--- src/rtl/serial_subtractor.sv ---
// -----------------------------------------------------------------------------
// serial_subtractor
//
// Bit-serial subtractor. Computes diff = a - b - bin over WIDTH clock cycles,
// least significant bit first, using a single full-subtractor slice and a
// registered borrow. A start/busy/done handshake launches an operation and
// reports its result.
//
// Ports
//   clk    : rising-edge clock
//   rst    : asynchronous, active-high reset
//   start  : launch request, sampled only while idle
//   bin    : borrow-in, captured together with the operands
//   a      : minuend, captured on an accepted start
//   b      : subtrahend, captured on an accepted start
//   busy   : high while operand bits are being processed
//   done   : one-cycle pulse; diff/bout/ovf hold the new result
//   diff   : a - b - bin, modulo 2^WIDTH (registered)
//   bout   : final borrow-out, set when unsigned a < b + bin (registered)
//   ovf    : signed two's-complement overflow of the difference (registered)
//
// Chaining: feed a lower slice's bout into the next slice's bin and start the
// higher slice once the lower one reports done. Every output is driven from a
// register or from decoded state, so there is no combinational input-to-output
// path.
// -----------------------------------------------------------------------------
module serial_subtractor #(
   parameter  int WIDTH = 8,
   localparam int CW    = (WIDTH > 1) ? $clog2(WIDTH) : 1
) (
   input  logic             clk,
   input  logic             rst,
   input  logic             start,
   input  logic             bin,
   input  logic [WIDTH-1:0] a,
   input  logic [WIDTH-1:0] b,
   output logic             busy,
   output logic             done,
   output logic [WIDTH-1:0] diff,
   output logic             bout,
   output logic             ovf
);

   typedef enum logic [1:0] {
      IDLE  = 2'd0,
      SHIFT = 2'd1,
      DONE  = 2'd2
   } state_t;

   state_t           state;
   state_t           state_nxt;

   logic [WIDTH-1:0] a_sr;
   logic [WIDTH-1:0] b_sr;
   logic [WIDTH-1:0] res_sr;
   logic [WIDTH-1:0] res_nxt;
   logic             br;
   logic             sign_a;
   logic             sign_b;
   logic [CW-1:0]    cnt;
   logic             last_bit;
   logic             slice_d;
   logic             slice_br;

   // One full-subtractor bit: returns {difference, borrow-out}.
   function automatic logic [1:0] full_sub(input logic x, input logic y, input logic bi);
      logic [1:0] r;
      r[1] = x ^ y ^ bi;
      r[0] = (~x & y) | (~(x ^ y) & bi);
      return r;
   endfunction

   // Signed overflow of x - y: only possible when the operand signs differ,
   // and flagged when the result sign disagrees with the minuend sign.
   function automatic logic sub_ovf(input logic sx, input logic sy, input logic sd);
      return (sx != sy) && (sd != sx);
   endfunction

   assign {slice_d, slice_br} = full_sub(a_sr[0], b_sr[0], br);

   // New difference bit enters from the MSB side; after WIDTH shifts the
   // first (LSB) result bit has walked down to bit 0.
   assign res_nxt  = (res_sr >> 1) | (WIDTH'(slice_d) << (WIDTH - 1));
   assign last_bit = (cnt == CW'(WIDTH - 1));

   // ---- control: state register -----------------------------------------
   always_ff @(posedge clk or posedge rst) begin
      if (rst) begin
         state <= IDLE;
      end else begin
         state <= state_nxt;
      end
   end

   // ---- control: next state and handshake decode ------------------------
   always_comb begin
      state_nxt = state;
      busy      = 1'b0;
      done      = 1'b0;
      case (state)
         IDLE: begin
            if (start) begin
               state_nxt = SHIFT;
            end
         end
         SHIFT: begin
            busy = 1'b1;
            if (last_bit) begin
               state_nxt = DONE;
            end
         end
         DONE: begin
            done      = 1'b1;
            state_nxt = IDLE;
         end
         default: begin
            state_nxt = IDLE;
         end
      endcase
   end

   // ---- datapath: operand capture, bit-serial shift, result registers ---
   always_ff @(posedge clk or posedge rst) begin
      if (rst) begin
         a_sr   <= '0;
         b_sr   <= '0;
         res_sr <= '0;
         br     <= 1'b0;
         sign_a <= 1'b0;
         sign_b <= 1'b0;
         cnt    <= '0;
         diff   <= '0;
         bout   <= 1'b0;
         ovf    <= 1'b0;
      end else begin
         case (state)
            IDLE: begin
               if (start) begin
                  a_sr   <= a;
                  b_sr   <= b;
                  res_sr <= '0;
                  br     <= bin;
                  sign_a <= a[WIDTH-1];
                  sign_b <= b[WIDTH-1];
                  cnt    <= '0;
               end
            end
            SHIFT: begin
               a_sr   <= a_sr >> 1;
               b_sr   <= b_sr >> 1;
               res_sr <= res_nxt;
               br     <= slice_br;
               cnt    <= cnt + 1'b1;
               // Published results only move on the edge that enters DONE,
               // so they stay stable between consecutive done pulses.
               if (last_bit) begin
                  diff <= res_nxt;
                  bout <= slice_br;
                  ovf  <= sub_ovf(sign_a, sign_b, res_nxt[WIDTH-1]);
               end
            end
            default: begin
            end
         endcase
      end
   end

endmodule

--- config.mk ---
export PLATFORM = sky130hd
export DESIGN_NAME = serial_subtractor
export DESIGN_NICKNAME = d
export VERILOG_FILES = /design/src/rtl/serial_subtractor.sv
export SDC_FILE = /design/constraint.sdc
export NUM_CORES = 1
export LEC_CHECK = 0
export CORE_UTILIZATION = 55
export DETAILED_ROUTE_END_ITERATION = 16
export HOLD_SLACK_MARGIN = 0.03
export PLACE_DENSITY = 0.83
export SYNTH_ARGS = -nofsm -noshare
export SYNTH_HDL_FRONTEND = slang
export SYNTH_SLANG_ARGS = --single-unit
--- constraint.sdc ---
create_clock -name clk -period 3.8 [get_ports clk]
set_input_delay 0.57 -clock clk [delete_from_list [all_inputs] [get_ports clk]]
set_output_delay 0.57 -clock clk [all_outputs]
set_load 0.02 [all_outputs]
==> run_results.csv, run 1 <==
group,metric,value,unit
run_status,status,"completed",
synthesis,ys_ff_latch,41,
grt,grt_start_max_net_pins,33,
clocking,worst_skew_pair.late_latency,0.35,ns
drt,postRouteAntennaNets,0,
grt,grt_pass1_vias,1213,
die,num_io_pins,32,
worst_setup_path,r2r_slack,1.71,ns
synthesis,syn_area,1769,um2
finish,drive_gt1_share,8.791,%
pwr,ir_drop,0.0004614,V
worst_setup_path,ff2ff_path_depth,2,
synthesis,synth_most_common_cell,"dfrtp_1",
worst_setup_path,endpoint_kind,"output pin",
synthesis,synthTopCellsByArea,"dfrtp_1 58%, a22o_1 5.4%, and3b_1 5.0%, o21ai_0 4.8%, mux2_2 3.8%",
synthesis,synthMuxAreaShare,7.001,%
timing,worst_pin_slew,1.091,ns
synthesis,synthArstFlopShare,100.0,%
worst_setup_path,cp_max_fo,32,
finish,final_util,70.12,%
synthesis,synth_top_area_share,57.99,%
die,die_y,58.72,um
worst_setup_path,crit_arrival,2.41,ns
pwr,p_leak,0.9919,nW
worst_hold_path,hp-class,"flop to flop",
pwr,p_comb_share,39.0,%
timing,max_freq,336.1,MHz
synthesis,avgSynthCellArea,11.64,um2
synthesis,netlist_top_cells_count,"41 x dfrtp_1, 17 x nand2_1, 17 x o21ai_0, 13 x a21oi_1, 11 x a22o_1",
grt,grt_usage,21.76,%
synthesis,synth_edf_count,0,
synthesis,synth_cell_types,22,
clocking,htreeDepth,2,
pwr,finalPower,1.587,mW
timing,rsz0062_at_grt,"false",
clocking,cts_tree,"yes",
die,num_rows,20,
pwr,clkPwrFrac,13.0,%
grt,grt_overflow,0,
synthesis,syn_inst,152,
clocking,numCtsBuffers,5,
clocking,cts_resized,0,
grt,antenna_found_initial,0,
synthesis,synth_flop_cell,"dfrtp_1",
finish,diodes,0,
grt,grt_pass1_wl,5.451,mm
timing,min_period,2.975,ns
clocking,path_clk_slew,0.12,ns
pwr,p_int,1.012,mW
timing,setup_tns,0,ns
worst_setup_path,startpoint_type,"flop",
timing,finClkSkew,0.009625,ns
worst_setup_path,r2r-start,"state[0]",
place,port_buffers,31,
synthesis,synthAdderAreaFrac,2.546,%
place,dp_hpwl,2.187,mm
finish,n_fill_cell,229,
drt,vias,1242,
synthesis,synth_top_family_by_area,"compound AO/OA/AOI/OAI gates",
worst_setup_path,critPathKind,"flop to output pin",
timing,finalSetupViolCount,0,
clocking,hold_buffers,0,
synthesis,syn-num-nets,175,
die,fp.dieW,58.72,um
worst_hold_path,hold_path_end,"a_sr[5]",
timing,period_share,78.30,%
synthesis,synth-compound-area-share,16.27,%
pwr,p_sw_share,36.22,%
die,dieArea,3447,um2
die,core_area,3053,um2
pwr,powerDensity,741.5,nW/um2
clocking,clock-sinks,41,
clocking,cts-root-buf,"clkbuf_4",
synthesis,yosys_warnings,0,
drt,drt_iter0_drc,47,
worst_hold_path,holdPathStages,2,
pwr,p_sw,0.5750,mW
run,cap_violations,0,
timing,finalHoldViolCount,0,
worst_setup_path,worstPathRequired,3.23,ns
place,gp_congestion,0.7412,
worst_hold_path,min-delay-start,"a_sr[5]",
synthesis,synthSimpleGateAreaFrac,12.38,%
worst_setup_path,r2r_end,"cnt[0]",
synthesis,yosysTopAreaCell,"dfrtp_1",
die,start_util,57.95,%
drt,viasPerCell,5.496,
clocking,cts_buffer_depth,2,
pwr,seqPwrFrac,48.0,%
timing,final_max_slew_viol_count,0,
finish,nets,204,
drt,drc,0,
finish,area_growth_syn_to_layout,21.00,%
synthesis,synth-seq-area-share,57.99,%
drt,wire_per_inst,14.23,um
drt,firstDrtPassIters,4,
clocking,post_cts_buffers,0,
drt,wirelength,3.217,mm
timing,slew_headroom,27.25,%
synthesis,synth_xor_area_share,0,%
per-stage QoR:
| stage | setup WS, ns | cells | area (um2) | hold slack (ns) |
|---|---|---|---|---|
| 4_1_cts | 0.8344 | 226 | 2141 | 0.4983 |
| 3_5_place_dp | 1.220 | 218 | 2090 | 0.4715 |
| 3_3_place_gp | 1.278 | 218 | 2090 | 0.4643 |
| 2_1_floorplan | 2.182 | 152 | 1769 | 0.4498 |
| 5_1_grt | 0.6521 | 226 | 2141 | 0.5245 |
| 6_report | 0.8246 | 226 | 2141 | 0.4984 |
layer usage:
layer | GRT usage [%] | vias up | wire length (um)
met5 | 0 | - | 0
met4 | 9.184 | 0 | 58
met3 | 7.033 | 9 | 143
met2 | 34.65 | 22 | 1488
met1 | 27.54 | 613 | 1526
li1 | - | 598 | -
power groups by stage:
stage	Sequential, mW	Clock (mW)	Combinational (mW)
after floorplan	0.772	0	0.405
after global placement	0.760	0	0.597
after detailed placement	0.773	0	0.626
after CTS	0.762	0.212	0.627
after global routing	0.792	0.232	0.686
final	0.762	0.207	0.619
worst max path at each step:
stage                         from    to  cells after the start
after floorplan           state[0]  done                      3
after global placement    state[0]  busy                      2
after detailed placement  state[0]  busy                      2
after CTS                 state[0]  busy                      2
after global routing      state[0]  busy                      2
final                     state[0]  busy                      2
cell usage in the layout, fill, tap and decap left out:
cell type        count
a21oi_1             13
a22o_1              11
a22oi_1              4
and2b_1              1
and3b_1             10
buf_4                1
clkbuf_1             1
clkbuf_4             5
clkdlybuf4s50_1     31
clkinv_2             2
dfrtp_1             41
fa_1                 1
ha_1                 2
inv_1                4
mux2_1               5
mux2_2               6
nand2_1             17
nand2b_1             2
nand3b_2             1
nor2_1               1
nor2b_1              4
nor3b_1              1
o21ai_0             17
o21bai_2             1
final cells by class:
class | count | area (um2) | area share (%)
Tap cell | 44 | 55.05 | 2.572
Clock buffer | 6 | 41.29 | 1.929
Multi-Input combinational cell | 97 | 675.6 | 31.56
Timing Repair Buffer | 32 | 317.8 | 14.85
Inverter | 4 | 15.01 | 0.7013
Sequential cell | 41 | 1026 | 47.93
Clock inverter | 2 | 10.01 | 0.4676
state kept, by name (all words and copies together), names as in the netlist:
| signal | flops |
|---|---|
| a_sr | 8 |
| b_sr | 8 |
| diff | 8 |
| res_sr | 7 |
| cnt | 3 |
| state | 2 |
| bout | 1 |
| br | 1 |
| ovf | 1 |
| sign_a | 1 |
| sign_b | 1 |
worst max-delay path, cell delays in order (launching register included):
cell             delay [ns]
dfrtp_1                0.93
and2b_1                0.46
clkdlybuf4s50_1        0.68
logic make-up after synthesis:
| family | count (synthesis) |
|---|---|
| muxes | 11 |
| adders and majority gates | 3 |
| DFF | 41 |
| AOI/OAI and AO/OA | 46 |
| buffers and inverters | 14 |
| and+or+nand+nor | 37 |
Note: power is estimated with default switching activity, not from simulation.
==> run 2: changes to the inputs <==
CORE_UTILIZATION = 46   (was 55)
PLACE_DENSITY = 0.74   (was 0.83)
clock period = 2.5 ns   (was 3.8 ns; I/O delays follow)
==> run_results.csv, run 2 (same netlist as run 1, synthesis figures left out) <==
group,metric,value,unit
worst_setup_path,cp_max_fo,17,
timing,final_max_slew_viol_count,0,
die,num_rows,22,
worst_setup_path,crit_arrival,1.76,ns
worst_setup_path,r2r_slack,0.68,ns
clocking,cts_resized,0,
drt,postRouteAntennaNets,0,
clocking,numCtsBuffers,5,
finish,layout_commonest_cell,"dfrtp_1",
clocking,worst_skew_pair.late_latency,0.29,ns
die,dieArea,4098,um2
finish,drive_gt1_share,9.189,%
worst_setup_path,endpoint_kind,"output pin",
die,die_y,64.02,um
timing,worst_pin_slew,1.039,ns
grt,grt_usage,17.89,%
worst_setup_path,path_cells,"and2b_1 > clkdlybuf4s50_1",
place,dp_cells,225,
worst_setup_path,crit_buf_inv,1,
drt,wire_per_inst,14.01,um
grt,grt_overflow,0,
grt,antenna_found_initial,0,
drt,vias,1247,
drt,firstDrtPassIters,4,
worst_hold_path,holdPathStages,2,
timing,min_period,2.136,ns
worst_setup_path,worstPathRequired,2.12,ns
pwr,powerDensity,1153,nW/um2
worst_setup_path,crit_path_start,"state[0]",
worst_setup_path,critPathSlowestCell,"dfrtp_1",
drt,drt_iter0_drc,77,
drt,wirelength,3.264,mm
timing,setup_tns,0,ns
clocking,clock-sinks,41,
drt,viasPerCell,5.352,
worst_setup_path,critPathKind,"flop to output pin",
finish,nets,207,
finish,n_fill_cell,306,
worst_setup_path,critPathTopFamily,"flip-flops",
finish,register_area,1026,um2
worst_hold_path,hold_path_end,"bout",
place,dp_hpwl,2.274,mm
die,core_area,3661,um2
finish,area_growth_syn_to_layout,24.19,%
worst_setup_path,ff2ff_path_depth,2,
finish,diodes,0,
die,start_util,48.33,%
timing,period_share,85.44,%
run_status,status,"completed",
timing,finalSetupViolCount,0,
die,num_io_pins,32,
clocking,cts_buffer_depth,2,
clocking,post_cts_buffers,0,
pwr,p_leak,1.014,nW
timing,finalHoldViolCount,0,
timing,max_freq,468.1,MHz
finish,multi_input_area,675.6,um2
pwr,ir_drop,0.0006788,V
finish,top_regs,"a_sr x8, b_sr x8, diff x8",
finish,final_cell_mix,"41 x dfrtp_1, 31 x clkdlybuf4s50_1, 17 x nand2_1, 17 x o21ai_0, 13 x a21oi_1",
place,gp_congestion,0.7031,
worst_hold_path,hp-class,"flop to flop",
worst_setup_path,critPathMaxStageDelay,0.63,ns
clocking,cts-root-buf,"clkbuf_8",
grt,grt_start_max_net_pins,42,
run,cap_violations,0,
timing,slew_headroom,30.67,%
clocking,cts_tree,"yes",
timing,finClkSkew,0.005141,ns
finish,finalNonFillerCells,233,
clocking,path_clk_slew,0.07,ns
worst_setup_path,r2r_end,"cnt[0]",
timing,rsz0062_at_grt,"false",
place,port_buffers,31,
drt,drc,0,
clocking,htreeDepth,2,
worst_setup_path,startpoint_type,"flop",
grt,grt_pass1_vias,1200,
worst_hold_path,min-delay-start,"bout",
die,fp.dieW,64.02,um
worst_setup_path,r2r-start,"state[0]",
clocking,hold_buffers,0,
grt,grt_pass1_wl,5.409,mm
run 2: worst register-to-register path, stage by stage (launching register included):
cell	delay, ns
dfrtp_1	0.55
o21bai_2	0.90
mux2_2	0.31
run 2: cell type report:
class / instances / share of cell area (%)
clock buffers: 8 / 3.645
inverters: 4 / 0.6834
multi-input cells: 97 / 30.75
flip-flops and latches: 41 / 46.70
well taps: 48 / 2.733
repair buffers: 35 / 15.49
run 2: how the worst max path moves through the flow:
stage	end	slack, ns	cells past startpoint
after floorplan	diff[0]	1.0	5
after global placement	cnt[0]	0.34	3
after detailed placement	cnt[0]	0.29	3
after CTS	busy	0.34	2
after global routing	busy	0.28	2
final	busy	0.36	2
run 2: through the flow:
step / power, mW / hold WS [ns] / cell area [um2] / setup WS (ns) / utilization, %
CTS: 2.563 / 0.4882 / 2197 / 0.3351 / 60.01
finish: 2.533 / 0.4826 / 2197 / 0.3639 / 60.01
global route: 2.715 / 0.5007 / 2197 / 0.2782 / 60.01
global placement: 2.100 / 0.4633 / 2117 / 0.3415 / 57.83
detailed placement: 2.153 / 0.4717 / 2117 / 0.2930 / 57.83
floorplan: 1.789 / 0.4498 / 1769 / 0.9981 / -
run 2: report_power, final:
group	total [mW]	switching [mW]	internal [mW]	leakage, nW
registers	1.13	0.186	0.943	0.522
logic	1.00	0.488	0.513	0.452
clock network	0.404	0.205	0.198	0.0395
total	2.53	0.879	1.65	1.01
run 2: routing by layer:
layer	wire length, um	global-route usage [%]	share of wire (%)
met1	1522	22.89	47
met2	1567	27.26	48
met5	0	0	0
met3	107	5.714	3.3
met4	66	8.807	2.0
==> run 3: changes to the inputs <==
GPL_TIMING_DRIVEN = 0   (was not set)
SLEW_MARGIN = 20   (was not set)
==> run_results.csv, run 3 (same netlist as run 1, synthesis figures left out) <==
group,metric,value,unit
worst_setup_path,startpoint_type,"flop",
timing,hold_slack,0.3216,ns
worst_setup_path,ff2ff_path_depth,5,
timing,finClkSkew,0.002668,ns
timing,finalHoldViolCount,0,
die,start_util,48.33,%
run,cap_violations,0,
clocking,cts_buffer_depth,2,
worst_setup_path,critPathKind,"flop to output pin",
drt,firstDrtPassIters,4,
die,die_y,64.02,um
place,detailed_place.area,2160,um2
drt,drc,0,
timing,final_max_slew_viol_count,0,
timing,worst_pin_slew,0.3892,ns
drt,viasPerCell,5.317,
worst_setup_path,worstPathRequired,2.12,ns
clocking,worst_skew_pair.late_latency,0.29,ns
grt,grt_pass1_vias,1277,
grt,grt_overflow,0,
clocking,cts_tree,"yes",
drt,postRouteAntennaNets,0,
die,fp.dieW,64.02,um
worst_setup_path,r2r_end,"diff[3]",
place,dp_hpwl,2.484,mm
timing,finalSetupViolCount,0,
finish,area_growth_syn_to_layout,29.63,%
timing,setup_tns,0,ns
finish,final_cell_mix,"41 x dfrtp_1, 31 x clkdlybuf4s50_1, 17 x nand2_1, 17 x o21ai_0, 13 x a21oi_1",
die,dieArea,4098,um2
place,gp_congestion,0.7702,
finish,top_regs,"a_sr x8, b_sr x8, diff x8",
pwr,powerDensity,1216,nW/um2
worst_setup_path,r2r_slack,0.86,ns
pwr,p_leak,1.068,nW
clocking,numCtsBuffers,5,
timing,rsz0062_at_grt,"false",
timing,max_freq,445.2,MHz
clocking,cts-root-buf,"clkbuf_8",
grt,grt_pass1_wl,5.809,mm
worst_setup_path,cp_max_fo,10,
drt,drt_iter0_drc,64,
drt,wire_per_inst,14.05,um
worst_hold_path,hp-class,"input pin to asynchronous set/reset pin",
worst_setup_path,crit_arrival,1.87,ns
clocking,cts_resized,0,
grt,antenna_found_initial,0,
timing,period_share,89.85,%
finish,layout_commonest_cell,"dfrtp_1",
finish,nets,214,
run_status,status,"completed",
clocking,hold_buffers,0,
timing,slew_headroom,74.04,%
die,num_io_pins,32,
worst_setup_path,r2r-start,"cnt[0]",
finish,diodes,0,
drt,wirelength,3.373,mm
drt,vias,1276,
clocking,post_cts_buffers,0,
clocking,clock-sinks,41,
place,port_buffers,31,
finish,drive_gt1_share,13.54,%
die,core_area,3661,um2
finish,final_area,2293,um2
finish,n_fill_cell,296,
place,dp_cells,232,
grt,grt_start_max_net_pins,34,
clocking,path_clk_slew,0.08,ns
clocking,htreeDepth,2,
pwr,ir_drop,0.0008081,V
worst_setup_path,endpoint_kind,"output pin",
grt,grt_usage,18.85,%
finish,final_util,62.65,%
die,num_rows,22,
timing,min_period,2.246,ns
finish,finalNonFillerCells,240,
-- run 3: cell types whose count changed in the layout (fill, tap and decap cells not counted), sizes merged --
cell	change
buf	+5
bufinv	+2
clkbuf	-1
clkinv	+1
-- run 3: stage by stage --
stage	setup slack (ns)	total power, mW
6_report	0.2537	2.788
5_1_grt	0.1540	2.980
4_1_cts	0.2406	2.811
3_5_place_dp	0.5677	2.184
3_3_place_gp	0.3925	2.132
2_1_floorplan	0.9981	1.789
-- run 3: worst max-delay path by stage --
stage                         from      end  slack (ns)
after floorplan             cnt[0]  diff[0]         1.0
after global placement         rst  b_sr[2]        0.39
after detailed placement  state[0]     busy        0.57
after CTS                 state[0]     busy        0.24
after global routing      state[0]     busy        0.15
final                     state[0]     busy        0.25
-- run 3: layout make-up --
type / instances / area, um2 / area share (%)
flip-flops and latches: 41 / 1026 / 44.74
well taps: 48 / 60.06 / 2.619
repair buffers: 32 / 330.3 / 14.40
clock inverters: 3 / 65.06 / 2.837
plain buffers: 10 / 52.55 / 2.291
inverters: 4 / 15.01 / 0.6547
multi-input cells: 97 / 675.6 / 29.46
clock buffers: 5 / 68.82 / 3.001
-- run 3: metal layers --
metal	vias to the layer above	global-route usage (%)	part of all wire (%)
met3	7	3.929	3.1
met4	0	7.670	1.8
met2	26	30.19	48
li1	614	-	-
met1	629	24.91	47
met5	-	0	0
-- run 3: worst max-delay path, cell delays in order (launching register included) --
cell and delay (ns):
dfrtp_1 0.42, buf_2 0.22, and2b_1 0.16, buf_4 0.17, clkdlybuf4s50_1 0.61
-- run 3: power by group --
part           internal (mW)  total (mW)  switching, mW
combinational          0.533        1.05          0.522
sequential             0.943        1.11          0.167
clock                  0.397       0.624          0.227
